<file path="src/rtl/pic_fetch_unit_if.sv">
// ---------------------------------------------------------------------------
// pic_fetch_unit_if
// Bundles the signals between the fetch unit, the combinational program ROM
// and the decode/ALU datapath.
//   master : the fetch unit. It drives the ROM address, IR, RETLW load and
//            stack flags, and receives the ROM word, stall and skip.
//   slave  : the ROM and datapath side of the same signals.
// Signals:
//   rom_addr_out  address to program ROM (equals the PC register)
//   rom_data_in   ROM word for rom_addr_out, valid in the same cycle
//   stall_in      freeze PC, IR and stack for this cycle
//   skip_in       instruction in IR resolved as a skip
//   ir_out        instruction register for the execute stage
//   ir_pc_out     address the IR word was fetched from
//   w_load_out    IR holds RETLW; datapath loads W
//   w_data_out    RETLW literal
//   stack_ovf_out sticky flag: push with a full stack
//   stack_unf_out sticky flag: pop with an empty stack
// ---------------------------------------------------------------------------
interface pic_fetch_unit_if #(
  parameter int ADDR_W  = 11,
  parameter int INSTR_W = 14
);
  logic [ADDR_W-1:0]  rom_addr_out;
  logic [INSTR_W-1:0] rom_data_in;
  logic               stall_in;
  logic               skip_in;
  logic [INSTR_W-1:0] ir_out;
  logic [ADDR_W-1:0]  ir_pc_out;
  logic               w_load_out;
  logic [7:0]         w_data_out;
  logic               stack_ovf_out;
  logic               stack_unf_out;

  modport master (
    output rom_addr_out,
    input  rom_data_in,
    input  stall_in,
    input  skip_in,
    output ir_out,
    output ir_pc_out,
    output w_load_out,
    output w_data_out,
    output stack_ovf_out,
    output stack_unf_out
  );

  modport slave (
    input  rom_addr_out,
    output rom_data_in,
    output stall_in,
    output skip_in,
    input  ir_out,
    input  ir_pc_out,
    input  w_load_out,
    input  w_data_out,
    input  stack_ovf_out,
    input  stack_unf_out
  );
endinterface

</file>
<file path="src/rtl/pic_fetch_unit.sv">
// ---------------------------------------------------------------------------
// pic_fetch_unit
// Instruction fetch and program-counter front end for the 14-bit, 2K-word
// core. It drives the address of the combinational program ROM, captures the
// returned word into the instruction register one clock later, and handles
// GOTO / CALL / RETURN / RETLW sequencing with an 8-level circular return
// stack. Taken control flow and skips flush the fetched word into a NOP.
// Ports:
//   clk   system clock, rising edge
//   rst_n asynchronous active-low reset
//   bus   pic_fetch_unit_if master modport (ROM bus, IR, RETLW, stack flags)
// ---------------------------------------------------------------------------
module pic_fetch_unit #(
  parameter int                ADDR_W       = 11,
  parameter int                INSTR_W      = 14,
  parameter int                STACK_DEPTH  = 8,
  parameter logic [ADDR_W-1:0] RESET_VECTOR = 11'h000
) (
  input  logic clk,
  input  logic rst_n,
  pic_fetch_unit_if.master bus
);

  localparam int SP_W    = $clog2(STACK_DEPTH);
  localparam int DEPTH_W = $clog2(STACK_DEPTH + 1);

  localparam logic [INSTR_W-1:0] NOP_WORD    = '0;
  localparam logic [INSTR_W-1:0] RETURN_WORD = INSTR_W'(14'h0008);
  localparam logic [DEPTH_W-1:0] DEPTH_FULL  = DEPTH_W'(STACK_DEPTH);

  // State
  logic [ADDR_W-1:0]  pc_reg,    pc_next;
  logic [INSTR_W-1:0] ir_reg,    ir_next;
  logic [ADDR_W-1:0]  ir_pc_reg, ir_pc_next;
  logic [SP_W-1:0]    sp_reg,    sp_next;
  logic [DEPTH_W-1:0] depth_reg, depth_next;
  logic               ovf_reg,   ovf_next;
  logic               unf_reg,   unf_next;

  // sp_reg points at the next free slot; the top of stack is sp_reg-1.
  logic [ADDR_W-1:0]  stack_mem [STACK_DEPTH];

  // Decode of the word currently in IR
  logic              is_goto;
  logic              is_call;
  logic              is_return;
  logic              is_retlw;
  logic [ADDR_W-1:0] branch_target;
  logic [ADDR_W-1:0] pc_inc;
  logic [SP_W-1:0]   sp_pop;
  logic [ADDR_W-1:0] pop_addr;
  logic              push_en;

  assign is_goto       = (ir_reg[13:11] == 3'b101);
  assign is_call       = (ir_reg[13:11] == 3'b100);
  assign is_return     = (ir_reg == RETURN_WORD);
  assign is_retlw      = (ir_reg[13:10] == 4'b1101);
  assign branch_target = ir_reg[ADDR_W-1:0];
  assign pc_inc        = pc_reg + ADDR_W'(1);
  assign sp_pop        = sp_reg - SP_W'(1);
  assign pop_addr      = stack_mem[sp_pop];

  // Next-state logic. Control flow is decided only by IR; a flushed IR is a
  // NOP, so the word discarded after a branch can never act on its own.
  always_comb begin
    pc_next    = pc_reg;
    ir_next    = ir_reg;
    ir_pc_next = ir_pc_reg;
    sp_next    = sp_reg;
    depth_next = depth_reg;
    ovf_next   = ovf_reg;
    unf_next   = unf_reg;
    push_en    = 1'b0;

    if (!bus.stall_in) begin
      if (is_goto) begin
        pc_next = branch_target;
        ir_next = NOP_WORD;
      end else if (is_call) begin
        // PC already holds call address + 1, which is the return address.
        push_en = 1'b1;
        sp_next = sp_reg + SP_W'(1);
        if (depth_reg == DEPTH_FULL) begin
          // Circular stack: the slot at sp_reg is the oldest entry.
          ovf_next = 1'b1;
        end else begin
          depth_next = depth_reg + DEPTH_W'(1);
        end
        pc_next = branch_target;
        ir_next = NOP_WORD;
      end else if (is_return || is_retlw) begin
        pc_next = pop_addr;
        sp_next = sp_pop;
        if (depth_reg == '0) begin
          // Still pops the wrapped entry; only the sticky flag records it.
          unf_next = 1'b1;
        end else begin
          depth_next = depth_reg - DEPTH_W'(1);
        end
        ir_next = NOP_WORD;
      end else if (bus.skip_in) begin
        pc_next = pc_inc;
        ir_next = NOP_WORD;
      end else begin
        pc_next    = pc_inc;
        ir_next    = bus.rom_data_in;
        ir_pc_next = pc_reg;
      end
    end
  end

  always_ff @(posedge clk or negedge rst_n) begin
    if (!rst_n) begin
      pc_reg    <= RESET_VECTOR;
      ir_reg    <= NOP_WORD;
      ir_pc_reg <= '0;
      sp_reg    <= '0;
      depth_reg <= '0;
      ovf_reg   <= 1'b0;
      unf_reg   <= 1'b0;
    end else begin
      pc_reg    <= pc_next;
      ir_reg    <= ir_next;
      ir_pc_reg <= ir_pc_next;
      sp_reg    <= sp_next;
      depth_reg <= depth_next;
      ovf_reg   <= ovf_next;
      unf_reg   <= unf_next;
    end
  end

  // Stack storage carries no reset: after reset depth is 0, so its contents
  // are only observable through an underflow pop. Writes are blocked while
  // rst_n is low so a push pending at reset assertion is dropped.
  always_ff @(posedge clk) begin
    if (rst_n && push_en) begin
      stack_mem[sp_reg] <= pc_reg;
    end
  end

  // Outputs
  assign bus.rom_addr_out  = pc_reg;
  assign bus.ir_out        = ir_reg;
  assign bus.ir_pc_out     = ir_pc_reg;
  assign bus.w_load_out    = is_retlw;
  assign bus.w_data_out    = ir_reg[7:0];
  assign bus.stack_ovf_out = ovf_reg;
  assign bus.stack_unf_out = unf_reg;

endmodule

</file>
<file path="src/flat_wrapper.sv">
// flat-port wrapper written by rule: the top's interface ports become plain ports
module pic_fetch_unit_flat 
#(
  parameter int                ADDR_W       = 11,
  parameter int                INSTR_W      = 14,
  parameter int                STACK_DEPTH  = 8,
  parameter logic [ADDR_W-1:0] RESET_VECTOR = 11'h000
)
  (clk, rst_n, bus_rom_addr_out, bus_rom_data_in, bus_stall_in, bus_skip_in, bus_ir_out, bus_ir_pc_out, bus_w_load_out, bus_w_data_out, bus_stack_ovf_out, bus_stack_unf_out);
  pic_fetch_unit_if #(.ADDR_W(ADDR_W), .INSTR_W(INSTR_W)) bus_i ();
  input  logic clk;
  input  logic rst_n;
  output wire logic [$bits(bus_i.rom_addr_out)-1:0] bus_rom_addr_out;
  input wire logic [$bits(bus_i.rom_data_in)-1:0] bus_rom_data_in;
  input wire logic [$bits(bus_i.stall_in)-1:0] bus_stall_in;
  input wire logic [$bits(bus_i.skip_in)-1:0] bus_skip_in;
  output wire logic [$bits(bus_i.ir_out)-1:0] bus_ir_out;
  output wire logic [$bits(bus_i.ir_pc_out)-1:0] bus_ir_pc_out;
  output wire logic [$bits(bus_i.w_load_out)-1:0] bus_w_load_out;
  output wire logic [$bits(bus_i.w_data_out)-1:0] bus_w_data_out;
  output wire logic [$bits(bus_i.stack_ovf_out)-1:0] bus_stack_ovf_out;
  output wire logic [$bits(bus_i.stack_unf_out)-1:0] bus_stack_unf_out;
  assign bus_rom_addr_out = bus_i.rom_addr_out;
  assign bus_i.rom_data_in = bus_rom_data_in;
  assign bus_i.stall_in = bus_stall_in;
  assign bus_i.skip_in = bus_skip_in;
  assign bus_ir_out = bus_i.ir_out;
  assign bus_ir_pc_out = bus_i.ir_pc_out;
  assign bus_w_load_out = bus_i.w_load_out;
  assign bus_w_data_out = bus_i.w_data_out;
  assign bus_stack_ovf_out = bus_i.stack_ovf_out;
  assign bus_stack_unf_out = bus_i.stack_unf_out;
  pic_fetch_unit #(.ADDR_W(ADDR_W), .INSTR_W(INSTR_W), .STACK_DEPTH(STACK_DEPTH), .RESET_VECTOR(RESET_VECTOR)) u_core (.clk(clk), .rst_n(rst_n), .bus(bus_i));
endmodule
</file>
<file path="config.mk">
export PLATFORM = sky130hd
export DESIGN_NAME = pic_fetch_unit_flat
export DESIGN_NICKNAME = d
export VERILOG_FILES = /design/src/rtl/pic_fetch_unit_if.sv /design/src/rtl/pic_fetch_unit.sv /design/src/flat_wrapper.sv
export SDC_FILE = /design/constraint.sdc
export NUM_CORES = 1
export LEC_CHECK = 0
export BUFFER_PORTS_ARGS = -buffer_cell sky130_fd_sc_hd__buf_4
export CAP_MARGIN = 10
export CORE_MARGIN = 2
export CORE_UTILIZATION = 50
export CTS_CLUSTER_SIZE = 8
export DETAILED_ROUTE_END_ITERATION = 12
export HOLD_SLACK_MARGIN = 0.05
export PLACE_DENSITY_LB_ADDON = 0.25
export SETUP_SLACK_MARGIN = 0.3
export SLEW_MARGIN = 20
export SYNTH_ARGS = -nofsm -noshare
export SYNTH_HDL_FRONTEND = slang
export SYNTH_SLANG_ARGS = --single-unit
</file>
<file path="constraint.sdc">
create_clock -name clk -period 3.1 [get_ports clk]
set_input_delay 0.465 -clock clk [delete_from_list [all_inputs] [get_ports clk]]
set_output_delay 0.465 -clock clk [all_outputs]
set_load 0.03 [all_outputs]
</file>
==> results.md, run 1 <==
* Metal2 WL at 5.94 mm
* Final period util at 0.815
* Number of flip-flops in the largest register at 88
* Top delay family on crit path: flip-flops
* Global-route wire length before repair at 19.9 mm
* Post-Syn Nets at 378
* Metal-1 WL at 5.40 mm
* Main combinational cell family by area after synthesis: multiplexers
* Met3 routed WL at 814 um
* #FFs+latches synth at 133
* Critical path, cell by cell: inv_1 -> ha_2 -> xor2_4 -> buf_4 -> mux2_2 -> a221oi_1 -> o21ai_0
* Die H at 111 um
* Ant diodes at 0
* Post-Synth Adder-Cell Area at 0.0108
* CP Max Fanout at 11
* Total track usage at 0.214
* Post-place setup slack at 0.479 ns
* Tightest Pin Transition at 0.683 ns
* Highest metal layer with signal wires: met4
* Clk root buf: clkbuf_16
* Final nets at 455
* Mux cell area share after synthesis at 0.143
* Synth warn at 0
* Vias post-DR at 3,378
* TritonCTS clock tree: done
* Critical path launch point type: flop
* F_max at 396 MHz
* EDFF count, synth at 88
* Post-synthesis simple-gate area fraction at 0.0643
* Critical Path Slowest Stage Cell: dfrtp_1
* Largest net degree at the start of global routing at 46
* FFs w/ async S/R, synth at 0.338
* Clock sink count at 133
* # Max-Cap Violations at 0
* Detail Route Antenna Nets at 0
* Cell Area, Placed at 6410 um^2
* CP Data Required Time at 3.37 ns
* Slew Limit Fails at 0
* Pwr Total at 6.43 mW
* Drt via density at 5.75
* CTS buffer count at 17
* Initial antenna violation count at 0
* Worst path bufs/invs at 2
* CP max stage delay at 0.46 ns
* Post-Synth XOR/XNOR Area at 0.0290
* Drc violations at 0
* TNS Setup at 0 ns
* Rel. slew slack at 0.541
* Worst Skew at 0.00874 ns
* Final setup fails at 0
* Hold_buf cts at 0
* Setup CP Type: flop to flop
* Wirelength per Cell at 21.0 um
* Top_reg_cell synth: edfxtp_1
* Post-Syn Instances at 355
* Total Wirelength at 12.3 mm
* Non-Filler Instances at 587
* Dpl hpwl at 8.17 mm
* Syn_area_per_cell at 16.3 um^2
* PwrDens at 920 nW/um^2
* Fin worst setup slack at 0.574 ns
* RD Place Congestion at 0.783
* Layout overhead on the synthesized area at 20.9%
* Starting density of the core at 0.510
* Chip Width at 111 um
* Worst VDD drop at 0.477 mV
* Area of the core at 11,300 um^2
* Cell variety after synth at 53
* Final Hold Viols at 0
* Placed cells at 556
* Core Rows at 39
* Clock-pin slew on the worst setup and hold paths at 0.05 ns
* Outcome: complete, no violations
* Vias in the first global route at 3,435
* Post-synthesis sequential area ratio at 0.653
* Most flops, register: u_core.stack_mem
* Tmin final at 2.53 ns
* Compound-Gate Fraction of Synth Area at 0.0685
* LEAKAGE at 2.74 nW
* Worst-Skew Late Latency at 0.41 ns
* I/O pins at 65
* Post-route cell area at 6980 um^2
* Netlist Area Pre-Place at 5780 um^2
* Worst Setup End Kind: flop
* Hold WC Path Type: input pin to async pin
* Port Buf Inserts at 64
* Worst path arrival time at 2.80 ns
* Unrepaired setup endpoints after global routing: false
* First DRT Iteration DRCs at 226
* Share of post-route cells with drive strength above 1 at 0.336
* CTS Buffer Depth at 2
* H-Tree Depth at 4
* Die area at 12,400 um^2
* GR Overflow Total at 0
* DRT Pass-1 Iters at 5
## metrics by stage
step | utilization | hold slack, ns
finish | 0.617 | 0.173
global route | 0.617 | 0.218
CTS | 0.617 | 0.179
detailed placement | 0.566 | 0.478
global placement | 0.566 | 0.469
floorplan | - | 0.169
## final cells by class
cell class	count	area [um^2]
Clock buffer	28	528
Clock inverter	3	41.3
Fill cell	847	4340
Inverter	5	18.8
Multi-Input combinational cell	193	1830
Sequential cell	133	3770
Tap cell	143	179
Timing Repair Buffer	82	616
## final timing paths
check	startpoint	to	slack, ns	cells past startpoint
setup / recovery	u_core.sp_reg[1]	u_core.bus.rom_addr_out[10]	0.57	7
hold / removal	rst_n	u_core.bus.rom_addr_out[1]	0.17	2
setup reg to reg	u_core.sp_reg[1]	u_core.bus.rom_addr_out[10]	0.57	7
hold reg to reg	u_core.bus.stack_unf_out	u_core.bus.stack_unf_out	0.49	1
max in group asynchronous	rst_n	u_core.bus.rom_addr_out[3]	2.51	2
min in group clk	bus_rom_data_in[7]	u_core.bus.ir_out[7]	0.27	2
## metal layers
layer  track usage  vias up
met5             0        -
met2         0.326      135
li1              -     1537
met4        0.0642        0
met1         0.307     1696
met3        0.0593       10
## cells in the final DEF (no fill, tap or decap), drive strengths merged, types with 10 or more instances in the layout
cell type	synthesis	routed
clkbuf	5	28
edfxtp	88	88
buf	19	82
nand2	15	15
mux2	15	15
nor2	27	27
a22o	14	14
a21oi	11	11
dfrtp	45	45
mux4	22	22
mux2i	11	11
o21ai	10	10
xnor2	12	12
## cells in the mapped netlist, drive strengths merged, types with 5 or more instances
library cell,number,share of area
xor2,5,0.011
mux4,22,0.091
dfrtp,45,0.19
o21ai,10,0.0093
a22o,14,0.021
inv,5,0.0032
mux2i,11,0.019
nand3,5,0.0052
a21oi,11,0.0095
nor2,27,0.022
edfxtp,88,0.46
xnor2,12,0.018
mux2,15,0.033
a221oi,6,0.0091
nor3,7,0.0061
nand2,15,0.010
buf,19,0.025
ha,5,0.011
clkbuf,5,0.0032
## logic make-up after synthesis
family | Yosys count
AO/OA/AOI/OAI | 54
XOR/XNOR | 17
adder cells (fa/ha/maj) | 5
flip-flops | 133
multiplexers | 48
AND/OR/NAND/NOR | 69
buffers and inverters | 29
## where the power goes
| part | leakage [nW] | internal, mW | switching [mW] |
|---|---|---|---|
| Clock | 0.280 | 1.23 | 0.666 |
| Sequential | 1.37 | 2.16 | 0.283 |
| Combinational | 1.09 | 0.989 | 1.09 |
## repair_timing
action / 4_1_cts / 5_1_grt
setup buffers: 0 / 0
setup endpoints to repair: 0 / 2
endpoints found under the hold margin: 0 / 0
resized for setup: 0 / 1
Note: power is estimated with default switching activity, not from simulation.
==> run 2, diff against run 1 <==
==> constraint.sdc (replaced) <==
create_clock -name clk -period 2.61 [get_ports clk]
set_input_delay 0.3915 -clock clk [delete_from_list [all_inputs] [get_ports clk]]
set_output_delay 0.3915 -clock clk [all_outputs]
set_load 0.03 [all_outputs]
==> run 2 against run 1 <==
Net effect: critical path type unchanged; largest power group unchanged; worst hold slack lost 0.046 ns; clock power grew 31%; clock-buffer cell count shrank 8; clock skew grew 0.0052 ns; via count grew 4.5%; core utilization grew 1.8 points; combinational power grew 35%; final cell count grew 2.4%.
==> results.md, run 2 (synthesis results as in run 1) <==
* Most frequent cells in the layout: buf_4 (94), edfxtp_1 (88), dfrtp_1 (44)
* Dpl hpwl at 8.56 mm (+4.7%)
* Reg2reg end: u_core.bus.rom_addr_out[6]
* Placed cells at 565 (+1.6%)
* # Max-Cap Violations at 0 (unchanged)
* H-Tree Depth at 4 (unchanged)
* # fillers at 812 (-4.1%)
* Worst-Skew Late Latency at 0.42 ns (about the same)
* DRT Pass-1 Iters at 5 (unchanged)
* Clock sink count at 133 (unchanged)
* Worst path arrival time at 2.46 ns (-0.34 ns)
* Outcome: complete, no violations
* Number of flip-flops in the largest register at 88 (unchanged)
* Die H at 111 um (unchanged)
* Total track usage at 0.225 (+0.0104)
* Clock share of power at 0.305 (+0.010)
* Tightest Pin Transition at 0.597 ns (-0.0867 ns)
* Sw Pwr at 2.61 mW (+28%)
* Most common cell after layout, fill and taps aside: buf_4
* Final Hold Viols at 0 (unchanged)
* Wirelength per Cell at 21.4 um (+2.2%)
* FF-to-FF path depth at 8 (+1)
* Tmin final at 2.21 ns (-0.312 ns)
* Port Buf Inserts at 64 (unchanged)
* F_max at 452 MHz (+14%)
* Core Rows at 39 (unchanged)
* Total Wirelength at 12.9 mm (+4.6%)
* First DRT Iteration DRCs at 340 (+50%)
* Worst VDD drop at 0.620 mV (+30%)
* Comb pwr share at 0.344 (+0.020)
* Die area at 12,400 um^2 (unchanged)
* Clock-pin slew on the worst setup and hold paths at 0.06 ns (about the same)
* CTS Buffer Depth at 2 (unchanged)
* Critical path launch point type: flop
* Layout overhead on the synthesized area at 24.5%
* Unrepaired setup endpoints after global routing: false
* Sw Ratio at 0.320 (+0.00181)
* Hold_buf cts at 0 (unchanged)
* Sequential share of power at 0.351 (-0.030)
* Largest net degree at the start of global routing at 46 (unchanged)
* Chip Width at 111 um (unchanged)
* LEAKAGE at 2.84 nW (+3.5%)
* Final period util at 0.848 (+0.0333)
* GR Overflow Total at 0 (unchanged)
* TritonCTS clock tree: done
* Slew Limit Fails at 0 (unchanged)
* PwrDens at 1130 nW/um^2 (+23%)
* Internal Power at 5.55 mW (+27%)
* Sequential cell area at 3770 um^2 (about the same)
* R2r startpoint: u_core.sp_reg[1]
* Final nets at 468 (+2.9%)
* Initial antenna violation count at 0 (unchanged)
* Global-route wire length before repair at 20.9 mm (+5.0%)
* Clk root buf: clkbuf_16
* Most flops, register: u_core.stack_mem
* Ant diodes at 0 (unchanged)
* R2R setup slack at 0.40 ns (-0.18 ns)
* RD Place Congestion at 0.825 (+5.4%)
* TNS Setup at 0 ns (unchanged)
* Area of the multi-input gates at 1870 um^2 (+2.2%)
* Hold WC Path Type: input pin to async pin
* Setup CP Type: flop to flop
* Non-Filler Instances at 601 (+2.4%)
* CTS buffer count at 17 (unchanged)
* Vias in the first global route at 3,655 (+6.4%)
* CP Max Fanout at 3 (-8)
* Area of the core at 11,300 um^2 (unchanged)
* Drc violations at 0 (unchanged)
* Rel. slew slack at 0.602 (+0.0613)
* CP Data Required Time at 2.86 ns (-0.51 ns)
* Final setup fails at 0 (unchanged)
* Starting density of the core at 0.510 (unchanged)
* Detail Route Antenna Nets at 0 (unchanged)
* Worst Setup End Kind: flop
* Vias post-DR at 3,530 (+4.5%)
* I/O pins at 65 (unchanged)
* Drt via density at 5.87 (+2.1%)
* Worst Skew at 0.0140 ns (+0.00523 ns)
* Share of post-route cells with drive strength above 1 at 0.382 (+0.0465)
[run 2: cell count changes in the layout (fill, tap and decap cells not counted), moves of 2 or more]
cell | previous run | this run
clkbuf_1 | 6 | 2
nor2_1 | 25 | 22
clkinvlp_4 | 0 | 2
clkinv_4 | 0 | 4
nor2_2 | 0 | 3
clkbuf_8 | 4 | 1
buf_4 | 82 | 94
bufinv_16 | 1 | 4
[run 2: layer usage]
metal	up-vias	wire length, um	global-route usage
li1	1569	-	-
met1	1796	5650	0.307
met2	148	6120	0.350
met3	17	879	0.0599
met4	0	234	0.0848
met5	-	0	0
[run 2: power by group through the flow]
| stage | Combinational, mW | Clock, mW | Sequential, mW |
|---|---|---|---|
| floorplan | 1.58 | 0 | 3.14 |
| global placement | 2.61 | 0 | 2.88 |
| detailed placement | 2.67 | 0 | 2.90 |
| CTS | 2.81 | 2.51 | 2.86 |
| global route | 3.01 | 2.61 | 2.90 |
| finish | 2.81 | 2.49 | 2.86 |
[run 2: worst max path at each step]
stage | startpoint | slack (ns) | endpoint
floorplan | u_core.sp_reg[0] | 0.30 | u_core.bus.rom_addr_out[2]
global placement | u_core.sp_reg[1] | 0.35 | u_core.bus.rom_addr_out[4]
detailed placement | u_core.sp_reg[1] | 0.28 | u_core.bus.rom_addr_out[4]
CTS | u_core.sp_reg[1] | 0.37 | u_core.bus.rom_addr_out[4]
global route | u_core.sp_reg[1] | 0.30 | u_core.bus.rom_addr_out[10]
finish | u_core.sp_reg[1] | 0.40 | u_core.bus.rom_addr_out[6]
[run 2: layout make-up]
type                    instances  share of cell area
repair buffers                 95               0.101
clock buffers                  20              0.0621
inverters                       5             0.00261
multi-input cells             193               0.260
well taps                     143              0.0249
flip-flops and latches        133               0.524
clock inverters                12              0.0251
[run 2: repair_timing]
| item | 4_1_cts | 5_1_grt |
|---|---|---|
| hold endpoints to repair | 0 | 0 |
| endpoints found under the setup margin | 2 | 1 |
| setup buffers | 4 | 0 |
| gates resized for setup | 0 | 1 |
[run 2: critical path, cell delays in order, from the launching register on]
cell      delay (ns)
dfrtp_1         0.39
inv_1           0.15
ha_4            0.19
xor2_4          0.18
buf_4           0.17
buf_4           0.12
mux4_1          0.54
mux2i_1         0.20
a221oi_1        0.10
[run 2: through the flow]
stage          instance area, um^2   util  worst slack (ns)  hold WS (ns)  total power, mW
2_1_floorplan                 5830      -             0.304        0.0959             4.71
5_1_grt                       7190  0.635             0.303         0.167             8.52
4_1_cts                       7190  0.635             0.374         0.144             8.18
3_5_place_dp                  6520  0.576             0.279         0.463             5.57
3_3_place_gp                  6520  0.576             0.349         0.462             5.49
6_report                      7190  0.635             0.397         0.127             8.15
==> run 3, diff against run 2 <==
==> constraint.sdc (replaced) <==
create_clock -name clk -period 1.8 [get_ports clk]
set_input_delay 0.27 -clock clk [delete_from_list [all_inputs] [get_ports clk]]
set_output_delay 0.27 -clock clk [all_outputs]
set_load 0.03 [all_outputs]
==> run 3 against run 2 <==
Net effect: combinational power increased by 110%; non-clock buffer count rose by 98; global-route usage up 3.3 points; largest cell class unchanged; highest routed layer unchanged; clock power is 36% higher; setup slack got worse by 0.71 ns; die area is the same; first-iteration DRC count decreased by 16%; the run now ends with negative setup slack left; routed wire length up 33%; clock skew is 0.0027 ns lower.
==> results.md, run 3 (synthesis results as in run 1) <==
* Hold Crit Depth at 2
* Worst path arrival time at 2.24 ns (-0.22 ns)
* Sw Ratio at 0.330 (+0.00996)
* Sequential share of power at 0.307 (-0.044)
* LEAKAGE at 3.47 nW (+22%)
* Sw Pwr at 4.43 mW (+70%)
* Rel. slew slack at 0.568 (-0.0345)
* Non-Filler Instances at 702 (+17%)
* Worst-Skew Late Latency at 0.42 ns (about the same)
* DRT Pass-1 Iters at 7 (+2)
* PwrDens at 1540 nW/um^2 (+36%)
* CP Data Required Time at 1.93 ns (-0.93 ns)
* Met3 usage at 0.0582 (-0.00163)
* Drt via density at 6.03 (+2.6%)
* Vias in the first global route at 4,089 (+12%)
* R2R setup slack at -0.31 ns (-0.71 ns)
* Number of flip-flops in the largest register at 88 (unchanged)
* Total track usage at 0.257 (+0.0325)
* Worst Setup End Kind: flop
* CTS buffer count at 17 (unchanged)
* Die H at 111 um (unchanged)
* Outcome: finished with violations
* FF-to-FF path depth at 7 (-1)
* Final setup fails at 131 (+131)
* Clock share of power at 0.253 (-0.052)
* Starting density of the core at 0.510 (unchanged)
* Share of post-route cells with drive strength above 1 at 0.569 (+0.187)
* Final Hold Viols at 0 (unchanged)
* # fillers at 601 (-26%)
* Port Buf Inserts at 64 (unchanged)
* Global routing usage on met2 at 0.409 (+0.0589)
* Final nets at 569 (+22%)
* Met1 Usage GRT at 0.331 (+0.0237)
* Unrepaired setup endpoints after global routing: true
* Clk root buf: clkbuf_16
* Reg2reg end: u_core.stack_mem[6][9]
* Tightest Pin Transition at 0.643 ns (+0.0468 ns)
* Comb pwr share at 0.440 (+0.096)
* Clock-pin slew on the worst setup and hold paths at 0.06 ns (about the same)
* Worst VDD drop at 1.10 mV (+77%)
* Clock sink count at 133 (unchanged)
* Largest net degree at the start of global routing at 46 (unchanged)
* Ant diodes at 0 (unchanged)
* Dpl hpwl at 8.99 mm (+5.0%)
* Vias post-DR at 4,231 (+20%)
* Most flops, register: u_core.stack_mem
* RD Place Congestion at 0.821 (-0.51%)
* F_max at 473 MHz (+4.7%)
* CTS Buffer Depth at 2 (unchanged)
* CP startpoint: u_core.bus.ir_out[12]
* Critical path launch point type: flop
* H-Tree Depth at 4 (unchanged)
* CP Max Fanout at 5 (+2)
* Area of the core at 11,300 um^2 (unchanged)
* Fin worst setup slack at -0.313 ns (-0.710 ns)
* Post-place setup slack at -0.249 ns (-0.528 ns)
* Failing checks: negative setup slack
* Hold_sp: bus_rom_data_in[10]
* Layout overhead on the synthesized area at 50.5%
* GR Overflow Total at 0 (unchanged)
* Global-route wire length before repair at 23.6 mm (+13%)
* Most common cell after layout, fill and taps aside: buf_4
* GR peak layer: met2
* Final period util at 1.17 (+0.326)
* Drc violations at 0 (unchanged)
* Most frequent cells in the layout: buf_4 (121), edfxtp_1 (88), buf_6 (46)
* Hold WC Path Type: input pin to flop
* Tmin final at 2.11 ns (-0.100 ns)
* Internal Power at 9.00 mW (+62%)
* Total Wirelength at 17.1 mm (+33%)
* # Max-Cap Violations at 0 (unchanged)
* Worst Skew at 0.0112 ns (-0.00274 ns)
* Placed cells at 612 (+8.3%)
* Core Rows at 39 (unchanged)
* R2r startpoint: u_core.bus.ir_out[12]
* Die area at 12,400 um^2 (unchanged)
* Detail Route Antenna Nets at 0 (unchanged)
* I/O pins at 65 (unchanged)
* TritonCTS clock tree: done
* Setup CP Type: flop to flop
* First DRT Iteration DRCs at 286 (-16%)
* Wirelength per Cell at 24.4 um (+14%)
* Initial antenna violation count at 0 (unchanged)
* Slew Limit Fails at 0 (unchanged)
* Chip Width at 111 um (unchanged)
* Hold Path Sink: u_core.bus.ir_out[10]
==> run 3: worst max-delay path, stage by stage (launching register included) <==
cell and delay [ns]:
dfrtp_2 0.40, nand2b_4 0.18, nor2_8 0.13, inv_4 0.05, or4b_4 0.56, buf_6 0.15
nor2_4 0.17, clkbuf_16 0.18
==> run 3: layout make-up <==
type | instances | area, um^2 | share of cell area
sequential | 133 | 3780 | 0.435
multi-input combinational | 196 | 2180 | 0.251
timing repair buffer | 193 | 1950 | 0.224
clock buffer | 21 | 440 | 0.0507
tap | 143 | 179 | 0.0206
clock inverter | 11 | 134 | 0.0154
inverter | 5 | 28.8 | 0.00331
==> run 3: routing by layer <==
layer,vias up,part of all wire,wire length (um)
met1,2171,0.40,6820
li1,1771,-,-
met5,-,0,0
met4,0,0.050,858
met3,64,0.063,1080
met2,225,0.49,8350
==> run 3: what timing repair did <==
action	CTS	global route
hold buffers	1	0
hold endpoints to repair	45	0
buffers inserted	28	19
setup endpoints to repair	138	138
gates resized for setup	85	37
cloned	7	3
pin swaps	21	20
==> run 3: worst max-delay path by stage <==
stage / end / slack [ns] / depth (start not counted)
final: u_core.stack_mem[6][9] / -0.31 / 7
after global routing: u_core.stack_mem[6][9] / -0.35 / 7
after CTS: u_core.bus.rom_addr_out[4] / -0.21 / 7
after detailed placement: u_core.bus.rom_addr_out[3] / -0.25 / 7
after global placement: u_core.bus.rom_addr_out[5] / -0.21 / 7
after floorplan: u_core.stack_mem[0][0] / -0.53 / 6
==> run 3: metrics by stage <==
stage | instance area, um^2 | power [mW] | hold WS [ns] | util | setup TNS, ns
2_1_floorplan | 5910 | 7.10 | -0.0256 | - | -28.37
3_3_place_gp | 7040 | 8.49 | 0.449 | 0.622 | -11.58
3_5_place_dp | 7040 | 8.56 | 0.450 | 0.622 | -14.48
4_1_cts | 8340 | 12.8 | 0.0556 | 0.737 | -11.78
5_1_grt | 8690 | 13.8 | 0.0649 | 0.768 | -31.02
6_report | 8690 | 13.4 | 0.0690 | 0.768 | -26.44
==> run 3: power groups by stage <==
stage                     clock [mW]  sequential, mW  combinational (mW)
after global routing            3.53            4.15                6.17
after CTS                       3.40            4.08                5.37
after global placement             0            4.08                4.40
final                           3.39            4.12                5.91
after detailed placement           0            4.10                4.46
after floorplan                    0            4.56                2.55
